==> config.mk <==
export PLATFORM = sky130hd
export DESIGN_NAME = cic3_decim_capture
export DESIGN_NICKNAME = d
export VERILOG_FILES = /design/src/rtl/cic3_decim_capture.sv
export SDC_FILE = /design/constraint.sdc
export NUM_CORES = 1
export LEC_CHECK = 0
export ABC_CLOCK_PERIOD_IN_PS = 4400
export BUFFER_PORTS_ARGS = -buffer_cell sky130_fd_sc_hd__buf_2
export CAP_MARGIN = 0
export CELL_PAD_IN_SITES_DETAIL_PLACEMENT = 1
export CELL_PAD_IN_SITES_GLOBAL_PLACEMENT = 2
export CORE_AREA = 3 3 122 124
export CTS_CLUSTER_SIZE = 12
export DETAILED_ROUTE_END_ITERATION = 10
export DIE_AREA = 0 0 125 127
export PLACE_DENSITY_LB_ADDON = 0.1
export SETUP_SLACK_MARGIN = 0.02
export SLEW_MARGIN = 20
export SYNTH_ARGS = -nofsm -noshare
export SYNTH_HDL_FRONTEND = slang
export SYNTH_SLANG_ARGS = --single-unit
==> constraint.sdc <==
create_clock -name clk -period 4.4 [get_ports clk]
set_clock_uncertainty 0.2 [all_clocks]
set_input_delay 0.66 -clock clk [delete_from_list [all_inputs] [get_ports clk]]
set_output_delay 0.66 -clock clk [all_outputs]
set_load 0.005 [all_outputs]
==> src/rtl/cic3_decim_capture.sv <==
`default_nettype none
// +--------------------------------------------------------------------------+
// | cic3_decim_capture: samples a CIC3 output after each decimated-clock     |
// | falling edge, scales/saturates it and buffers it in an FWFT FIFO.        |
// | Revision: 1.0                                                            |
// +--------------------------------------------------------------------------+
module cic3_decim_capture #(
  parameter int DECIMATION_FACTOR = 256,
  parameter int CIC_WIDTH         = 25,
  parameter int OUT_WIDTH         = 16,
  parameter int SETTLE_CYCLES     = 2,
  parameter int N_DISCARD         = 3,
  parameter int FIFO_DEPTH        = 8
) (
  input  logic                          clk,
  input  logic                          reset,
  input  logic                          enable,
  input  logic                          divided_clk,
  input  logic [CIC_WIDTH-1:0]          cic_in,
  output logic [OUT_WIDTH-1:0]          dout,
  output logic                          dout_valid,
  input  logic                          dout_ready,
  output logic [$clog2(FIFO_DEPTH):0]   fill_level,
  output logic                          overflow,
  input  logic                          clear_ovf
);

  localparam int AW    = $clog2(FIFO_DEPTH);
  localparam int SHIFT = CIC_WIDTH - OUT_WIDTH - 1;
  localparam int SW    = (SETTLE_CYCLES > 1) ? $clog2(SETTLE_CYCLES) : 1;
  localparam int DW    = (N_DISCARD > 0) ? $clog2(N_DISCARD + 1) : 1;
  localparam logic [SW-1:0] SETTLE_LAST = SW'((SETTLE_CYCLES > 0) ? SETTLE_CYCLES - 1 : 0);
  localparam logic [DW-1:0] DISC_LOAD   = DW'(N_DISCARD);
  localparam logic [AW:0]   FULL_LEVEL  = (AW + 1)'(FIFO_DEPTH);

  // The capture window (edge + settle + capture) must fit inside one decimated period.
  if (DECIMATION_FACTOR < SETTLE_CYCLES + 2) begin : g_chk_decim
    $error("DECIMATION_FACTOR too small for SETTLE_CYCLES");
  end

  typedef enum logic [1:0] {
    S_IDLE      = 2'd0,
    S_WAIT_EDGE = 2'd1,
    S_SETTLE    = 2'd2,
    S_CAPTURE   = 2'd3
  } state_t;

  state_t                r_state;
  state_t                w_next;
  logic                  r_div_q;
  logic [SW-1:0]         r_settle;
  logic [DW-1:0]         r_disc;
  logic [OUT_WIDTH-1:0]  r_mem [FIFO_DEPTH];
  logic [AW-1:0]         r_wptr;
  logic [AW-1:0]         r_rptr;
  logic [AW:0]           r_fill;
  logic                  r_ovf;

  logic                  w_fall;
  logic [CIC_WIDTH-1:0]  w_shifted;
  logic [OUT_WIDTH-1:0]  w_sample;
  logic                  w_push;
  logic                  w_pop;
  logic                  w_full;
  logic                  w_wr;
  logic                  w_drop;

  assign w_fall    = r_div_q & ~divided_clk;
  assign w_shifted = cic_in >> SHIFT;
  assign w_sample  = (|w_shifted[CIC_WIDTH-1:OUT_WIDTH]) ? {OUT_WIDTH{1'b1}}
                                                         : w_shifted[OUT_WIDTH-1:0];

  always_ff @(posedge clk) begin
    if (reset) begin
      r_state <= S_IDLE;
      r_div_q <= 1'b0;
    end else begin
      r_state <= w_next;
      r_div_q <= divided_clk;
    end
  end

  always_comb begin
    w_next = r_state;
    case (r_state)
      S_IDLE:      if (enable) w_next = S_WAIT_EDGE;
      S_WAIT_EDGE: if (w_fall) w_next = (SETTLE_CYCLES == 0) ? S_CAPTURE : S_SETTLE;
      S_SETTLE:    if (r_settle == SETTLE_LAST) w_next = S_CAPTURE;
      S_CAPTURE:   w_next = S_WAIT_EDGE;
      default:     w_next = S_IDLE;
    endcase
    if (!enable) w_next = S_IDLE;
  end

  always_ff @(posedge clk) begin
    if (reset || r_state != S_SETTLE) r_settle <= '0;
    else                              r_settle <= r_settle + 1'b1;
  end

  // Discard budget is re-armed only on leaving IDLE, so a disable/enable cycle restarts it.
  always_ff @(posedge clk) begin
    if (reset)                                     r_disc <= '0;
    else if (r_state == S_IDLE && enable)          r_disc <= DISC_LOAD;
    else if (r_state == S_CAPTURE && r_disc != '0) r_disc <= r_disc - 1'b1;
  end

  assign w_push = (r_state == S_CAPTURE) && (r_disc == '0);
  assign w_pop  = dout_valid & dout_ready;
  assign w_full = (r_fill == FULL_LEVEL);
  assign w_wr   = w_push & (~w_full | w_pop);
  assign w_drop = w_push & w_full & ~w_pop;

  always_ff @(posedge clk) begin
    if (!reset && w_wr) r_mem[r_wptr] <= w_sample;
  end

  always_ff @(posedge clk) begin
    if (reset) begin
      r_wptr <= '0;
      r_rptr <= '0;
      r_fill <= '0;
    end else begin
      if (w_wr)  r_wptr <= r_wptr + 1'b1;
      if (w_pop) r_rptr <= r_rptr + 1'b1;
      case ({w_wr, w_pop})
        2'b10:   r_fill <= r_fill + 1'b1;
        2'b01:   r_fill <= r_fill - 1'b1;
        default: r_fill <= r_fill;
      endcase
    end
  end

  always_ff @(posedge clk) begin
    if (reset)          r_ovf <= 1'b0;
    else if (w_drop)    r_ovf <= 1'b1;
    else if (clear_ovf) r_ovf <= 1'b0;
  end

  assign dout_valid = (r_fill != '0);
  assign dout       = dout_valid ? r_mem[r_rptr] : '0;
  assign fill_level = r_fill;
  assign overflow   = r_ovf;

endmodule
`default_nettype wire
# Yosys cells after proc, flatten, opt, wreduce, memory -nomap -nowiden
# Memory sizes are Yosys's and may differ from the RTL's. A register that Yosys moved wholly into a read port is not among the register bits.
# Cells that the tools add are included.
[word_totals] ramBits=128 n_memories=1 elab_cells=64 input_bits=31 regBits=17 output_inout_bits=22
[op_classes] muxes=14 n_reduce_logical=16 eq_ne=9 bitwise_logic=10 n_addsub=6
[mem_list] memory="r_mem" words=8 word_bits=16 rd=1 rd_clocked_by_memory_dff=1 write_ports=1 line="53" text="logic [OUT_WIDTH-1:0] r_mem [FIFO_DEPTH];"
[op_table] op="$mux W16" count=2
[op_table] op="$mux W2" count=4
[op_table] op="$pmux W4 S2" count=1
[op_table] op="$reduce_bool A2 Y1" count=4
[op_table] op="$add A3 B1 Y3 const B" count=2
[op_table] op="$eq A2 B2 Y1 const B" count=3
[op_table] op="$mux W3" count=2
[op_table] op="$ne A2 B2 Y1 const B" count=3
[op_table] op="$pmux W2 S3" count=1
[op_table] op="$and A1 B1 Y1" count=5
[op_table] op="$add A4 B1 Y4 const B" count=1
[op_table] op="$eq A2 B1 Y1 const B" count=2
[op_table] op="$eq A4 B4 Y1 const B" count=1
[op_table] op="$logic_and A1 B1 Y1" count=4
[op_table] op="$logic_not A2 Y1" count=2
[op_table] op="$mux W1" count=4
[op_table] op="$not A1 Y1" count=4
[op_table] op="$reduce_bool A4 Y1" count=1
[op_table] op="$reduce_or A2 Y1" count=2
[op_table] op="$sub A4 B1 Y4 const B" count=1
[op_table] op="$reduce_and A2 Y1" count=1
[op_table] op="$sub A2 B1 Y2 const B" count=1
[op_table] op="$add A1 B1 Y1 const B" count=1
[op_table] op="$logic_not A1 Y1" count=1
[op_table] op="2 further kinds" count=2

# Longest topological paths before layout
# Gate-level depths: netlist of run 1.
[depth] word_depth=7 mapped_depth=9 mapped_depth_nobuf=9

# Worst setup path before layout of run 1
# Ideal clock, no wire load.
[synth_timing] kind="input to register" from="in dout_ready" to="mem r_mem[0][0] (enable)" setup_time_ps=436 arrival_time_ps=2897 setup_slack_ps=867 t_required_ps=3764 cell_stages=4 path_cell_list="buf_2 nand2b_1 o21ai_2 nor4b_1"
[synth_between] elab_chain_cells=6
[synth_rtl] item="start: declaration" line="22" text="input logic dout_ready,"
[synth_rtl] item="$and A1 B1 Y1" line="108" text="assign w_pop = dout_valid & dout_ready;"
[synth_rtl] item="$or A1 B1 Y1" line="110" text="assign w_wr = w_push & (~w_full | w_pop);"
[synth_rtl] item="$and A1 B1 Y1" line="110"
[synth_rtl] item="$logic_and A1 B1 Y1" line="114" text="if (!reset && w_wr) r_mem[r_wptr] <= w_sample;"
[synth_rtl] item="$mux W1" line="114"
[synth_rtl] item="$mux W1 (not written as such)" line="114"
[synth_rtl] item="end: declaration" line="53"
# Every way passes these cells.

==> qor.yml, run 1 <==
yosys:
  synth_top_cells_by_count: "edfxtp_1, nor2_1, mux4_2"
  yosys_warnings: 0
  ys_seq_area_share_pct: 70.36
  synth_top_area_cell: "edfxtp_1"
  post-synth-top-count-cell: "edfxtp_1"
  synth-edff-count: 128
  synthArstFlopShare_pct: 0
  synthTopCellsByArea: "edfxtp_1, mux4_2, dfxtp_1"
  postSynthAreaPerCell_um2: 17.38
  synth_fp_nets: 386
  syn_inst: 347
  synth_flop_cell: "edfxtp_1"
  netlist_area_mm2: 0.006032
  ys_types: 41
  synth_top_area_share_pct: 63.72
  ys_ff_latch: 148
worst_setup_path:
  ff2ff_setup_slack_ns: 1.86
  critPathMaxStageDelay_ns: 0.75
  crit_buf_inv: 2
  cp_data_required_time_ns: 3.54
  critical_path_class: "register to primary output"
  critical-path-top-delay-family: "flip-flops"
  worst-path-stages: 5
  critPathCapture: "dout[12]"
  worstPathArrival_ns: 2.32
  cp_slowest_cell: "dfxtp_2"
  crit_chain: "buf_12, mux4_2, mux2i_1, nor2_1, buf_2"
  worstRegToRegCells: 6
  timing.rr.end: "fill_level[2]"
  critPathCaptureType: "primary output"
  r2r-start: "fill_level[0]"
  cp-start-kind: "register"
  cp_max_fo: 17
clocking:
  cts-root-buf: "clkbuf_16"
  cts_max_level: 4
  cts_made_buffers: 17
  cts_tree: "yes"
  cts_setup_buffers: 0
  clk_pin_slew_ns: 0.06
  postCtsHoldBufs: 0
  clock-sinks: 148
  post_cts_resized: 0
  clockBufferDepth: 2
  clk_latency_ns: 0.41
route:
  routed_wirelength_um: 12220
  drc: 0
  via_count: 3145
  drt_pass1_iterations: 6
  initialDrtViolationCount: 265
  drt-vias-per-instance: 5.295
  wl_per_cell_um: 20.58
  ant_nets: 0
timing:
  layout_min_cycle_time_ns: 3.182
  tightest_slew_ns: 0.6491
  whs_ns: 0.2751
  period_share_pct: 72.33
  hold_viol: 0
  max_slew_margin_pct: 56.16
  drv_slew: 0
  max_freq_mhz: 314.2
  rsz0062_at_grt: "no"
  finalSetupTns_ns: 0
  finalSetupViolations: 0
floorplanning:
  core_mm2: 0.01388
  std_cell_rows: 43
  start_util_pct: 43.46
  die_w_um: 125
  io_pins: 53
  die_y_um: 127
  die_area_mm2: 0.01588
pwr:
  ir_drop_uv: 261.8
  p_leak_nw: 2.371
  p_total_mw: 3.370
  p_per_area_mw_per_mm2: 476.4
place:
  dp_hpwl_um: 7098
  portBuffers: 44
  gp_congestion: 0.7591
global_routing:
  grt_pass1_vias: 3367
  overflow: 0
  grtUsageTotal_pct: 16.55
  grt_max_degree: 33
  antenna_found_initial: 0
  grt_pass1_wl_um: 19630
final_layout:
  num_antenna_cells: 0
  area_delta_synth_final_pct: 17.28
  drive_gt1_share_pct: 33.82
  nNetsFinal: 440
min_path:
  min_path_type: "input pin to register"
flow_run:
  cap_viol_max_count: 0
outcome:
  outcome: "completed"
registers in the layout, indices dropped and copies added, names as in the netlist, named ones only:
signal / cells
r_state: 2
r_disc: 2
fill_level: 4
r_div_q: 1
r_mem: 128
overflow: 1
r_wptr: 3
r_settle: 1
r_rptr: 3
power by group:
part	switching [mW]	leakage [nW]	total (mW)	internal, mW
registers	0.0401	1.30	1.58	1.54
clock network	0.532	0.280	1.41	0.882
logic	0.193	0.794	0.379	0.187
total	0.765	2.37	3.37	2.61
how the worst min path moves through the flow:
stage | depth (start not counted) | slack [ns] | to | start
4_1_cts | 2 | 0.26 | r_div_q | divided_clk
5_1_grt | 2 | 0.28 | r_div_q | divided_clk
6_report | 2 | 0.28 | r_div_q | divided_clk
2_1_floorplan | 2 | 0.25 | register | r_rptr[1]
3_5_place_dp | 2 | 0.29 | r_rptr[1] | r_rptr[1]
3_3_place_gp | 2 | 0.27 | r_rptr[1] | r_rptr[1]
cells by family after synthesis:
family / after synthesis / share of synthesized area, %
flip-flops: 148 / 70.36
AO/OA/AOI/OAI: 21 / 2.261
adder cells (fa/ha/maj): 8 / 1.659
buffers and inverters: 25 / 2.033
AND/OR/NAND/NOR: 86 / 7.343
multiplexers: 53 / 15.47
XOR/XNOR: 6 / 0.8712
layout make-up:
class                   count  area, um^2
fillers                  1348        6807
flip-flops and latches    148        4245
multi-input cells         174        1693
clock buffers              20       436.7
repair buffers             55       315.3
well taps                 180       225.2
clock inverters            12       137.6
inverters                   5       21.27
metrics by stage:
stage,utilization (%),setup slack [ns],instances,area [um^2]
after global routing,50.96,0.9939,594,7074
after global placement,46.83,1.555,562,6500
final,50.96,1.218,594,7074
after CTS,50.96,1.126,594,7074
after detailed placement,46.83,1.573,562,6500
after floorplan,-,0.8670,347,6032
layer usage:
metal  routed length [um]  GRT usage [%]
met5                    0              0
met4                  153          5.548
met3                  405          3.972
met2                 5965          25.88
met1                 5699          23.12
layout by cell type, fill, tap and decap left out, types with 4 or more instances in the layout:
cell type  count
edfxtp_1     128
buf_2         44
nor2_1        35
mux4_2        32
mux2i_1       19
dfxtp_1       19
clkbuf_16     17
or2_2         16
buf_4         10
nand2_1        8
ha_1           8
nor2b_1        7
a21oi_1        7
xor2_1         5
o21ai_0        5
inv_1          4
nand3_1        4
clkinv_2       4
Note: power is estimated with default switching activity, not from simulation.
==> inputs of run 2 (changes only) <==
--- a/config.mk
+++ b/config.mk
@@ -5,15 +5,16 @@
 export SDC_FILE = /design/constraint.sdc
 export NUM_CORES = 1
 export LEC_CHECK = 0
-export ABC_CLOCK_PERIOD_IN_PS = 4400
+export ABC_AREA = 1
+export ABC_CLOCK_PERIOD_IN_PS = 3100
 export BUFFER_PORTS_ARGS = -buffer_cell sky130_fd_sc_hd__buf_2
 export CAP_MARGIN = 0
 export CELL_PAD_IN_SITES_DETAIL_PLACEMENT = 1
 export CELL_PAD_IN_SITES_GLOBAL_PLACEMENT = 2
-export CORE_AREA = 3 3 122 124
+export CORE_AREA = 3 3 131 133
 export CTS_CLUSTER_SIZE = 12
 export DETAILED_ROUTE_END_ITERATION = 10
-export DIE_AREA = 0 0 125 127
+export DIE_AREA = 0 0 134 136
 export PLACE_DENSITY_LB_ADDON = 0.1
 export SETUP_SLACK_MARGIN = 0.02
 export SLEW_MARGIN = 20
==> constraint.sdc (replaced) <==
create_clock -name clk -period 3.1 [get_ports clk]
set_clock_uncertainty 0.2 [all_clocks]
set_input_delay 0.465 -clock clk [delete_from_list [all_inputs] [get_ports clk]]
set_output_delay 0.465 -clock clk [all_outputs]
set_load 0.005 [all_outputs]
==> qor.yml, run 2 <==
yosys:
  netlist_area_mm2: 0.006193
  postSynthAreaPerCell_um2: 11.16
  ys_ff_latch: 148
  syn_inst: 555
  synth_flop_cell: "edfxtp_1"
  synth_fp_nets: 594
  yosys_warnings: 0
  synth_top_area_share_pct: 62.06
  synthTopCellsByArea: "edfxtp_1, nor2_1, dfxtp_1"
  synthArstFlopShare_pct: 0
  synth-edff-count: 128
  synth_top_area_cell: "edfxtp_1"
  synth_top_cells_by_count: "nor2_1, edfxtp_1, o21ai_0"
  ys_seq_area_share_pct: 68.53
  post-synth-top-count-cell: "nor2_1"
  ys_types: 25
clocking:
  postCtsHoldBufs: 0
  cts_setup_buffers: 0
  cts_tree: "yes"
  clock-sinks: 148
  clk_pin_slew_ns: 0.06
  cts_max_level: 4
  cts_made_buffers: 17
  clockBufferDepth: 2
  post_cts_resized: 0
  cts-root-buf: "clkbuf_16"
  clk_latency_ns: 0.41
pwr:
  p_per_area_mw_per_mm2: 788.9
  p_leak_nw: 2.659
  p_total_mw: 5.732
  ir_drop_uv: 398.8
worst_setup_path:
  cp_data_required_time_ns: 2.43
  crit_buf_inv: 2
  r2r-start: "r_state[0]"
  timing.rr.end: "r_mem[4][9]"
  critPathCaptureType: "primary output"
  crit_top_cell: "o21ai_0"
  critical_path_class: "register to primary output"
  cp_slowest_cell: "dfxtp_2"
  ff2ff_setup_slack_ns: 0.61
  cp-start-kind: "register"
  crit_chain: "buf_4, o21ai_0, o21ai_1, o21ai_0, nor2_1, buf_2"
  worstPathArrival_ns: 2.13
  critPathMaxStageDelay_ns: 0.53
  cp_max_fo: 26
  worstRegToRegCells: 8
  critical-path-top-delay-family: "flip-flops"
floorplanning:
  die_w_um: 134
  start_util_pct: 38.85
  die_y_um: 136
  die_area_mm2: 0.01822
  std_cell_rows: 46
  io_pins: 53
  core_mm2: 0.01594
route:
  via_count: 4212
  drt-vias-per-instance: 5.032
  drt_pass1_iterations: 4
  wl_per_cell_um: 18.70
  routed_wirelength_um: 15650
  ant_nets: 0
  drc: 0
  initialDrtViolationCount: 260
global_routing:
  grt_pass1_wl_um: 24760
  antenna_found_initial: 0
  grtUsageTotal_pct: 18.29
  grt_pass1_vias: 4539
  overflow: 0
  grt_max_degree: 41
timing:
  tightest_slew_ns: 0.5975
  rsz0062_at_grt: "no"
  layout_setup_ws_ns: 0.3025
  layout_min_cycle_time_ns: 2.797
  finalSetupTns_ns: 0
  finalSetupViolations: 0
  hold_viol: 0
  period_share_pct: 90.24
  max_freq_mhz: 357.5
  whs_ns: 0.06947
  drv_slew: 0
  max_slew_margin_pct: 60.13
place:
  portBuffers: 44
  placedInstanceArea_mm2: 0.006696
  dp_slack_ns: 0.5798
  dpl.cell_count: 807
  gp_congestion: 0.7529
  dp_hpwl_um: 9943
final_layout:
  stdcell_count: 837
  nNetsFinal: 649
  fin_area_mm2: 0.007266
  area_delta_synth_final_pct: 17.31
  nFillCells: 1761
  largest_reg_flops: 128
  num_antenna_cells: 0
  final_cell_mix: "nor2_1, edfxtp_1, o21ai_0"
  drive_gt1_share_pct: 19.16
  final_common_cell: "nor2_1"
  regMostFlops: "r_mem"
  utilization_pct: 45.57
flow_run:
  cap_viol_max_count: 0
min_path:
  whs_path_depth: 3
  min_to: "r_div_q"
  hp-start: "divided_clk"
  min_path_type: "input pin to register"
outcome:
  outcome: "completed"
-- run 2: cell types whose count changed in the layout (fill, tap and decap cells not counted), moves of 5 or more --
cell	change
o32ai_1	+16
buf_4	+8
mux4_2	-32
mux2i_1	-19
o21ai_1	+23
nor2_1	+117
a21oi_1	+6
nor2b_1	-7
nand2_1	+27
o21ai_0	+57
inv_1	+27
nand4_1	+5
xor2_1	-5
-- run 2: cells by family (layout without fill, tap and decap cells) --
| logic type | count (synthesis) | in the layout | synth area share [%] |
|---|---|---|---|
| AO/OA/AOI/OAI | 115 | 115 | 10.30 |
| AND/OR/NAND/NOR | 223 | 223 | 14.83 |
| flip-flops | 148 | 148 | 68.53 |
| buffers and inverters | 61 | 127 | 4.727 |
| adder cells (fa/ha/maj) | 8 | 8 | 1.616 |
-- run 2: worst max-delay path by stage --
stage | startpoint | end | slack, ns | depth (start not counted)
CTS | register | dout[0] | 0.25 | 6
floorplan | r_state[0] | r_mem[6][0] | 0.37 | 7
global route | register | dout[0] | 0.14 | 6
detailed placement | r_state[0] | r_mem[4][13] | 0.58 | 8
finish | register | dout[0] | 0.30 | 6
global placement | r_state[0] | r_mem[4][14] | 0.62 | 8
-- run 2: area by class of cell --
cell class	count	area, um^2	area share (%)
tap	216	270.3	3.720
clock inverter	12	140.1	1.929
timing repair buffer	63	375.4	5.166
multi-input combinational	346	1677	23.08
inverter	34	127.6	1.756
clock buffer	18	429.2	5.907
sequential	148	4247	58.45
-- run 2: worst min-delay path: stages --
cell    delay (ns)
buf_2         0.07
inv_1         0.04
nor2_1        0.07
-- run 2: report_power, final --
group	switching (mW)	internal, mW	leakage (nW)
Combinational	0.939	0.524	1.08
Sequential	0.0718	2.21	1.30
Clock	0.743	1.24	0.282
Total	1.75	3.98	2.66
-- run 2: per-layer routing --
| layer | global-route usage (%) | routed length, um |
|---|---|---|
| met1 | 22.38 | 7012 |
| met2 | 32.73 | 7933 |
| met3 | 4.182 | 566 |
| met4 | 4.686 | 136 |
| met5 | 0 | 0 |
